### src/rtl/uart_rx_fifo_if.sv
// Receive-buffer interface: writer side from uart_receive, reader side from the
// APB register block; the FIFO connects through the slave modport.
interface uart_rx_fifo_if #(
   parameter int DATA_W = 8,
   parameter int ADDR_W = 4
);
   logic              fifo_en;
   logic              fifo_clr;
   logic [1:0]        trig_lvl;
   logic [3:0]        frame_len;
   logic              baud_tick;
   logic              wr_vld;
   logic [DATA_W-1:0] wr_data;
   logic              wr_pe;
   logic              wr_fe;
   logic              rd_en;
   logic              ovr_clr;
   logic [DATA_W-1:0] rd_data;
   logic              rd_pe;
   logic              rd_fe;
   logic              empty;
   logic              full;
   logic [ADDR_W:0]   level;
   logic              trig_hit;
   logic              timeout_int;
   logic              overrun;

   modport master (
      output fifo_en, fifo_clr, trig_lvl, frame_len, baud_tick,
             wr_vld, wr_data, wr_pe, wr_fe, rd_en, ovr_clr,
      input  rd_data, rd_pe, rd_fe, empty, full, level,
             trig_hit, timeout_int, overrun
   );

   modport slave (
      input  fifo_en, fifo_clr, trig_lvl, frame_len, baud_tick,
             wr_vld, wr_data, wr_pe, wr_fe, rd_en, ovr_clr,
      output rd_data, rd_pe, rd_fe, empty, full, level,
             trig_hit, timeout_int, overrun
   );
endinterface

### src/rtl/uart_rx_fifo.sv
// UART receive FIFO with trigger levels, character timeout and sticky overrun.
// Optional UART_RX_FIFO_ERR_TAG_EN stores per-entry parity/framing flags.
module uart_rx_fifo #(
   parameter int DATA_W     = 8,
   parameter int ADDR_W     = 4,
   parameter int TOUT_CHARS = 4
) (
   input  logic           sys_clk,
   input  logic           rst,
   uart_rx_fifo_if.slave  bus
);
   localparam int DEPTH = 2 ** ADDR_W;
   localparam int CW    = ADDR_W + 8;
`ifdef UART_RX_FIFO_ERR_TAG_EN
   localparam int EW = DATA_W + 2;
`else
   localparam int EW = DATA_W;
`endif

   logic [EW-1:0]     mem [DEPTH];
   logic [ADDR_W-1:0] wr_ptr_reg, rd_ptr_reg;
   logic [ADDR_W:0]   level_reg;
   logic [EW-1:0]     last_reg;
   logic              fifo_en_reg, en_chg_reg, overrun_reg;
   logic [CW-1:0]     tout_cnt_reg;

   logic              flush, is_empty, is_full, rd_acc, wr_acc, ovf, ovw;
   logic [EW-1:0]     wr_entry, head;
   logic [ADDR_W-1:0] wr_addr;
   logic [ADDR_W:0]   thr;
   logic [31:0]       tout_limit, tout_cnt_ext;

   // A fifo_en toggle is seen one cycle late and then behaves as a flush.
   assign flush    = bus.fifo_clr | en_chg_reg;
   assign is_empty = (level_reg == '0);
   assign is_full  = bus.fifo_en ? (level_reg == (ADDR_W+1)'(DEPTH))
                                 : (level_reg == (ADDR_W+1)'(1));
   assign rd_acc   = bus.rd_en & ~is_empty & ~flush;
   assign wr_acc   = bus.wr_vld & ~flush & (~is_full | bus.rd_en);
   assign ovf      = bus.wr_vld & ~flush & is_full & ~bus.rd_en;
   assign ovw      = ovf & ~bus.fifo_en;
   assign wr_addr  = wr_acc ? wr_ptr_reg : rd_ptr_reg;

`ifdef UART_RX_FIFO_ERR_TAG_EN
   assign wr_entry = {bus.wr_fe, bus.wr_pe, bus.wr_data};
`else
   assign wr_entry = bus.wr_data;
`endif

   always_ff @(posedge sys_clk) begin
      if (wr_acc | ovw)
         mem[wr_addr] <= wr_entry;
   end

   assign tout_limit   = 32'(TOUT_CHARS) * {28'd0, bus.frame_len} * 32'd16;
   assign tout_cnt_ext = 32'(tout_cnt_reg);

   always_ff @(posedge sys_clk) begin
      if (rst) begin
         wr_ptr_reg   <= '0;
         rd_ptr_reg   <= '0;
         level_reg    <= '0;
         last_reg     <= '0;
         fifo_en_reg  <= bus.fifo_en;
         en_chg_reg   <= 1'b0;
         overrun_reg  <= 1'b0;
         tout_cnt_reg <= '0;
      end else begin
         fifo_en_reg <= bus.fifo_en;
         en_chg_reg  <= bus.fifo_en ^ fifo_en_reg;
         if (flush) begin
            wr_ptr_reg <= '0;
            rd_ptr_reg <= '0;
            level_reg  <= '0;
         end else begin
            if (wr_acc)
               wr_ptr_reg <= wr_ptr_reg + 1'b1;
            if (rd_acc) begin
               rd_ptr_reg <= rd_ptr_reg + 1'b1;
               last_reg   <= mem[rd_ptr_reg];
            end
            case ({wr_acc, rd_acc})
               2'b10:   level_reg <= level_reg + 1'b1;
               2'b01:   level_reg <= level_reg - 1'b1;
               default: level_reg <= level_reg;
            endcase
         end
         if (ovf)
            overrun_reg <= 1'b1;
         else if (bus.ovr_clr)
            overrun_reg <= 1'b0;
         // Idle timer only runs while characters sit unread in FIFO mode.
         if (wr_acc | bus.rd_en | flush | is_empty | ~bus.fifo_en)
            tout_cnt_reg <= '0;
         else if (bus.baud_tick && tout_cnt_ext < tout_limit)
            tout_cnt_reg <= tout_cnt_reg + 1'b1;
      end
   end

   // Once drained, the last character read stays visible.
   assign head = is_empty ? last_reg : mem[rd_ptr_reg];
   assign bus.rd_data = head[DATA_W-1:0];

`ifdef UART_RX_FIFO_ERR_TAG_EN
   assign bus.rd_pe = head[DATA_W];
   assign bus.rd_fe = head[DATA_W+1];
`else
   logic pe_sticky_reg, fe_sticky_reg;
   always_ff @(posedge sys_clk) begin
      if (rst) begin
         pe_sticky_reg <= 1'b0;
         fe_sticky_reg <= 1'b0;
      end else begin
         if ((wr_acc | ovw) & bus.wr_pe)
            pe_sticky_reg <= 1'b1;
         else if (bus.ovr_clr)
            pe_sticky_reg <= 1'b0;
         if ((wr_acc | ovw) & bus.wr_fe)
            fe_sticky_reg <= 1'b1;
         else if (bus.ovr_clr)
            fe_sticky_reg <= 1'b0;
      end
   end
   assign bus.rd_pe = pe_sticky_reg;
   assign bus.rd_fe = fe_sticky_reg;
`endif

   always_comb begin
      thr = (ADDR_W+1)'(1);
      case (bus.trig_lvl)
         2'd0:    thr = (ADDR_W+1)'(1);
         2'd1:    thr = (ADDR_W+1)'(DEPTH / 4);
         2'd2:    thr = (ADDR_W+1)'(DEPTH / 2);
         default: thr = (ADDR_W+1)'(DEPTH - 2);
      endcase
   end

   assign bus.empty       = is_empty;
   assign bus.full        = is_full;
   assign bus.level       = level_reg;
   assign bus.trig_hit    = bus.fifo_en & (level_reg >= thr);
   assign bus.timeout_int = (tout_cnt_ext >= tout_limit);
   assign bus.overrun     = overrun_reg;
endmodule

### src/flat_wrapper.sv
// flat-port wrapper written by rule: the top's interface ports become plain ports
module uart_rx_fifo_flat 
#(
   parameter int DATA_W     = 8,
   parameter int ADDR_W     = 4,
   parameter int TOUT_CHARS = 4
)
  (sys_clk, rst, bus_fifo_en, bus_fifo_clr, bus_trig_lvl, bus_frame_len, bus_baud_tick, bus_wr_vld, bus_wr_data, bus_wr_pe, bus_wr_fe, bus_rd_en, bus_ovr_clr, bus_rd_data, bus_rd_pe, bus_rd_fe, bus_empty, bus_full, bus_level, bus_trig_hit, bus_timeout_int, bus_overrun);
  uart_rx_fifo_if #(.DATA_W(DATA_W), .ADDR_W(ADDR_W)) bus_i ();
  input  logic sys_clk;
  input  logic rst;
  input wire logic [$bits(bus_i.fifo_en)-1:0] bus_fifo_en;
  input wire logic [$bits(bus_i.fifo_clr)-1:0] bus_fifo_clr;
  input wire logic [$bits(bus_i.trig_lvl)-1:0] bus_trig_lvl;
  input wire logic [$bits(bus_i.frame_len)-1:0] bus_frame_len;
  input wire logic [$bits(bus_i.baud_tick)-1:0] bus_baud_tick;
  input wire logic [$bits(bus_i.wr_vld)-1:0] bus_wr_vld;
  input wire logic [$bits(bus_i.wr_data)-1:0] bus_wr_data;
  input wire logic [$bits(bus_i.wr_pe)-1:0] bus_wr_pe;
  input wire logic [$bits(bus_i.wr_fe)-1:0] bus_wr_fe;
  input wire logic [$bits(bus_i.rd_en)-1:0] bus_rd_en;
  input wire logic [$bits(bus_i.ovr_clr)-1:0] bus_ovr_clr;
  output wire logic [$bits(bus_i.rd_data)-1:0] bus_rd_data;
  output wire logic [$bits(bus_i.rd_pe)-1:0] bus_rd_pe;
  output wire logic [$bits(bus_i.rd_fe)-1:0] bus_rd_fe;
  output wire logic [$bits(bus_i.empty)-1:0] bus_empty;
  output wire logic [$bits(bus_i.full)-1:0] bus_full;
  output wire logic [$bits(bus_i.level)-1:0] bus_level;
  output wire logic [$bits(bus_i.trig_hit)-1:0] bus_trig_hit;
  output wire logic [$bits(bus_i.timeout_int)-1:0] bus_timeout_int;
  output wire logic [$bits(bus_i.overrun)-1:0] bus_overrun;
  assign bus_i.fifo_en = bus_fifo_en;
  assign bus_i.fifo_clr = bus_fifo_clr;
  assign bus_i.trig_lvl = bus_trig_lvl;
  assign bus_i.frame_len = bus_frame_len;
  assign bus_i.baud_tick = bus_baud_tick;
  assign bus_i.wr_vld = bus_wr_vld;
  assign bus_i.wr_data = bus_wr_data;
  assign bus_i.wr_pe = bus_wr_pe;
  assign bus_i.wr_fe = bus_wr_fe;
  assign bus_i.rd_en = bus_rd_en;
  assign bus_i.ovr_clr = bus_ovr_clr;
  assign bus_rd_data = bus_i.rd_data;
  assign bus_rd_pe = bus_i.rd_pe;
  assign bus_rd_fe = bus_i.rd_fe;
  assign bus_empty = bus_i.empty;
  assign bus_full = bus_i.full;
  assign bus_level = bus_i.level;
  assign bus_trig_hit = bus_i.trig_hit;
  assign bus_timeout_int = bus_i.timeout_int;
  assign bus_overrun = bus_i.overrun;
  uart_rx_fifo #(.DATA_W(DATA_W), .ADDR_W(ADDR_W), .TOUT_CHARS(TOUT_CHARS)) u_core (.sys_clk(sys_clk), .rst(rst), .bus(bus_i));
endmodule
### config.mk
export PLATFORM = sky130hd
export DESIGN_NAME = uart_rx_fifo_flat
export DESIGN_NICKNAME = d
export VERILOG_FILES = /design/src/rtl/uart_rx_fifo_if.sv /design/src/rtl/uart_rx_fifo.sv /design/src/flat_wrapper.sv
export SDC_FILE = /design/constraint.sdc
export NUM_CORES = 1
export LEC_CHECK = 0
export ABC_AREA = 1
export BUFFER_PORTS_ARGS = -buffer_cell sky130_fd_sc_hd__buf_2
export CORE_UTILIZATION = 55
export CTS_BUF_LIST = sky130_fd_sc_hd__clkbuf_2 sky130_fd_sc_hd__clkbuf_4 sky130_fd_sc_hd__clkbuf_8
export CTS_CLUSTER_SIZE = 28
export DETAILED_ROUTE_END_ITERATION = 8
export PLACE_DENSITY = 0.7
export SKIP_CTS_REPAIR_TIMING = 1
export SLEW_MARGIN = 15
export SYNTH_ARGS = -nofsm -noshare
export SYNTH_HDL_FRONTEND = slang
export SYNTH_SLANG_ARGS = --single-unit
### constraint.sdc
create_clock -name sys_clk -period 2.7 [get_ports sys_clk]
set_input_delay 0.54 -clock sys_clk [delete_from_list [all_inputs] [get_ports sys_clk]]
set_output_delay 0.54 -clock sys_clk [all_outputs]
set_load 0.005 [all_outputs]
; Word-level counts from Yosys, hierarchy flattened
; Memory sizes are Yosys's and may differ from the RTL's. A register that Yosys moved wholly into a read port is not among the register bits.
; Cells that the tools add are included.
[op_classes]
n_addsub = 5
magnitude_cmp = 3
eq_ne = 6
mux = 13
n_bitwise = 23
reduce_logical = 10
[ops]
columns = op, count
row1 = $add A12 B1 Y12 const B, 1
row2 = $ge A12 B10 Y1, 1
row3 = $lt A12 B10 Y1, 1
row4 = $mux W4, 3
row5 = $pmux W4 S3, 1
row6 = $and A1 B1 Y1, 10
row7 = $pmux W5 S2, 1
row8 = $add A4 B1 Y4 const B, 2
row9 = $mux W8, 1
row10 = $reduce_bool A2 Y1, 4
row11 = $mux W1, 7
row12 = $or A1 B1 Y1, 7
row13 = $add A5 B1 Y5 const B, 1
row14 = $eq A5 B1 Y1 const B, 1
row15 = $eq A5 B5 Y1 const B, 1
row16 = $ge A5 B4 Y1, 1
row17 = $logic_not A5 Y1, 1
row18 = $not A1 Y1, 5
row19 = $sub A5 B1 Y5 const B, 1
row20 = $eq A2 B1 Y1 const B, 2
row21 = $eq A2 B2 Y1 const B, 2
row22 = $reduce_or A2 Y1, 2
row23 = $logic_not A2 Y1, 1
row24 = $reduce_and A2 Y1, 1
row25 = other kinds (2), 2
[totals]
reg_bits = 38
ram_bits = 128
in_bits = 24
output_inout_bits = 20
elab_cells = 71
n_memories = 1
[mem_list]
columns = memory, words, width, rd, rd_clocked_by_memory_dff, write_ports, line
row1 = u_core.mem, 16, 8, 1, 1, 1, uart_rx_fifo.sv:20  ; logic [EW-1:0] mem [DEPTH];

; Logic depth before layout (Yosys ltp)
[depth]
depth_word = 10
mapped_depth = 15
depth_no_buf = 14

; Worst setup path after synthesis
; OpenSTA, ideal clock, no wires.
[synth_path]
path_type = reg-to-reg
startpoint = register u_core.level_reg[0], in the netlist u_core.bus.level[0]
endpoint = register u_core.level_reg[4], in the netlist u_core.bus.level[4]
setup_ns = 0.073
t_arrival_ns = 2.128
required_time_ns = 2.627
path_slack_ns = 0.499
stages_incl_launch_ff = 15
n_path_buf = 1
synth_period_minus_slack_ns = 2.201
path_cell_list = dfxtp_1 -> inv_1 -> ha_1 -> nand3_1 -> nand2_4 -> nand2_4 -> nand2_4 -> buf_6 -> ha_1 -> inv_1 -> nor2_1 -> nor2_1 -> o211ai_1 -> or2_2 -> a21oi_1
[synth_via]
elab_chain_cells = 7
elab_cells_between_ends = 16
cone_classes = 2 x add/sub / 4 x eq/ne / 2 x mux / 6 x bitwise / 2 x reduce/logical
[synth_rtl]
columns = item, line
row1 = start: declaration, uart_rx_fifo.sv:22  ; logic [ADDR_W:0] level_reg;
row2 = start signal: assignment, uart_rx_fifo.sv:83  ; 2'b10: level_reg <= level_reg + 1'b1;
row3 = start signal: assignment, uart_rx_fifo.sv:84  ; 2'b01: level_reg <= level_reg - 1'b1;
row4 = start signal: assignment, uart_rx_fifo.sv:85  ; default: level_reg <= level_reg;
row5 = $eq A5 B1 Y1 / $eq A5 B5 Y1 (equally long branches), "uart_rx_fifo.sv:37, uart_rx_fifo.sv:36"
row6 = $mux W1 (*), uart_rx_fifo.sv:36  ; assign is_full = bus.fifo_en ? (level_reg == (ADDR_W+1)'(DEPTH))
row7 = via bus_full, flat_wrapper.sv:27  ; output wire logic [$bits(bus_i.full)-1:0] bus_full;
row8 = $not A1 Y1 (*), uart_rx_fifo.sv:39  ; assign wr_acc = bus.wr_vld & ~flush & (~is_full | bus.rd_en);
row9 = $or A1 B1 Y1 (*), uart_rx_fifo.sv:39
row10 = $and A1 B1 Y1 (*), uart_rx_fifo.sv:39
row11 = $eq A2 B1 Y1 / $eq A2 B2 Y1 (equally long branches), uart_rx_fifo.sv:82  ; case ({wr_acc, rd_acc})
row12 = $pmux W5 S2 / $reduce_bool A2 Y1 (equally long branches), -
; Mark *: on every way through the listed nets, which the timed path passes. The rest lies on a longest branch.
; A chain may end at the register's enable or synchronous reset.

==> impl_results.md <==
- Fin crit share: a little over nine tenths
- First-pass DRT Iterations: 6
- Max Cap Viol: 0
- Min cycle time layout: ~2.6 ns
- Post-synth EDFFs: approximately 130
- Critical-path cell list: inv_4, clkbuf_16, o21ai_0, nand3_1, nand3_1, nand2_1, nand2_1, nand2_1, buf_2
- Min-Delay Path Class: input port to flop
- P_leak: between 3 and 4 nW
- Most common cell in the netlist: nand2_1
- DIE HEIGHT: ~120 um
- Number of buffers added on ports: between 40 and 50
- All-Layer GR Usage: between 20% and 30%
- Fin Hold WS: between 0.2 and 0.25 ns
- Core Area: roughly 13000 um2
- Delay of the slowest critical-path stage: ~0.44 ns
- CTS root buffer: clkbuf_8
- Layout area overhead: 13.99%
- CP Capture Type: primary output
- WL per Instance: 16.47 um
- Element type at the critical path start: flop
- Worst vdd ir: about 0.00034 V
- Setup Skew: about 0.011 ns
- Buf+Inv Stages, Crit Path: 3
- First-pass GRT wire length: about 27000 um
- Synth area leader: edfxtp_1
- DP HPWL: between 10000 and 15000 um
- Count of different cell masters after synthesis: 32
- # setup viols final: 0
- Slowest cell on crit path: dfxtp_4
- Row Count: 42
- Die Width: 119.7 um
- Seq/Total Area, Yosys: between 60% and 70%
- Top post-synthesis cells by count: 159 x nand2_1, 128 x edfxtp_1, 123 x nor2_1, 74 x nand3_1, 68 x inv_1
- Crit path top cell by count: nand2_1
- Mean Syn Cell Area: around 9.7 um2
- Critical Path AT: 2.05 ns
- Sink Count: 170
- Critical path data required time: about 2.2 ns
- Clock buffer depth: 2
- Die ar.: about 14000 um2
- Power Density: around 560 nW/um2
- Worst-Skew Late Latency: 0.46 ns
- Max H-tree Level: 4
- Area of the mapped netlist: 7619 um2
- Initial antenna violation count: 0
- IO Pins: 44
- Final nets: 887
- FF+latch count, synth: between 150 and 200
- Largest net degree at the start of global routing: 50
- CTS tree: built
- Starting Density: between 50% and 60%
- Placer Congestion: slightly below 0.9
- YS warnings: 0
- Final hold violation count: 0
- Syn Inst Count: a little under 800
- Top_reg_cell synth: edfxtp_1
- Status: finished, final reports clean
- Number of global-route vias before repair: 5362
- Slew headroom: 63.91%
- CP Max Fanout: 24
- Yosys top cell area share: around half
- Layout cells sized above 1: 14.78%
- Drt via density: around 5.4
- Max reg flops: around 130
- Fin. max-slew vios: 0
- Reg clk slew, reported paths: roughly 0.090 ns
- Synth area leaders: edfxtp_1 50%, dfxtp_1 11%, nand2_1 7.8%
- Crit Path Class: flop to primary output
- Via Count: approximately 5600
- Final WS setup: 0.1118 ns
- Number of diodes: 0
- Total grt overflow: 0
- DRC violations left: 0
- TNS Setup: 0 ns
- Routed Antenna Nets: 0
- Synth Net Count: between 800 and 900
- Pre-CTS setup slack: between 0.3 and 0.4 ns
- Worst Tran Pin Value: around 0.54 ns
- Drt total wl: between 15000 and 20000 um
- Total CTS buffers: 17
- Initial drt markers: around 670
- F_max: around 390 MHz
- CP top delay family: simple AND/OR/NAND/NOR gates
- Total power: around 0.0049 W
- Ys async rst share: 0%
-- logic make-up (layout without fill, tap and decap cells) --
kind of cell | Yosys count | count (layout) | synth area share, %
adder cells (fa/ha/maj) | 17 | 17 | 2.792
AND/OR/NAND/NOR | 383 | 383 | 21.45
flip-flops | 170 | 170 | 61.49
buffers and inverters | 101 | 175 | 5.305
AO/OA/AOI/OAI | 103 | 103 | 7.703
XOR/XNOR | 11 | 11 | 1.265
-- final timing paths --
| check | start | to | slack [ns] | cells past startpoint |
|---|---|---|---|---|
| max | flop | bus_rd_data[3] | 0.11 | 9 |
| min | bus_fifo_en | u_core.fifo_en_reg | 0.23 | 1 |
| max reg2reg | u_core.bus.level[1] | u_core.bus.level[2] | 0.35 | 13 |
| min reg2reg | u_core.tout_cnt_reg[11] | u_core.tout_cnt_reg[11] | 0.45 | 2 |
-- where the power goes --
part / internal [W] / leakage (nW) / total (W) / switching (W)
combinational: 0.0000675 / 1.70 / 0.000212 / 0.000144
clock: 0.000939 / 0.195 / 0.00187 / 0.000930
sequential: 0.00281 / 1.49 / 0.00282 / 0.00000662
total: 0.00382 / 3.39 / 0.00490 / 0.00108
-- cell usage in the layout (no fill, tap or decap), drive strengths merged, types with 21 or more instances in the layout --
cell type	Yosys	layout
inv	68	69
nand3	78	78
a21oi	25	25
dfxtp	42	42
clkbuf	16	21
buf	15	70
nand2	164	164
o21ai	53	53
edfxtp	128	128
nor2	125	125
-- through the flow --
stage / instance area, um2 / std cells / utilization, %
after floorplan: 7619 / 785 / -
after global placement: 8134 / 999 / 60.70
after detailed placement: 8134 / 999 / 60.70
after CTS: 8553 / 1031 / 63.83
after global routing: 8685 / 1035 / 64.81
final: 8685 / 1035 / 64.81
-- layout make-up --
type                            count  area [um2]
Clock buffer                       18       247.7
Clock inverter                     14       171.4
Fill cell                        1099        4716
Inverter                           70       269.0
Multi-Input combinational cell    514        2545
Sequential cell                   170        4688
Tap cell                          176       220.2
Timing Repair Buffer               73       543.0
-- metal layers --
layer | GRT usage, % | share of wire, % | vias to the layer above
li1 | - | - | 2754
met4 | 10.23 | 1.7 | 0
met3 | 5.751 | 5.8 | 28
met2 | 40.28 | 48 | 188
met5 | 0 | 0 | -
met1 | 33.55 | 44 | 2668
Power figures use the tool's default switching activity.
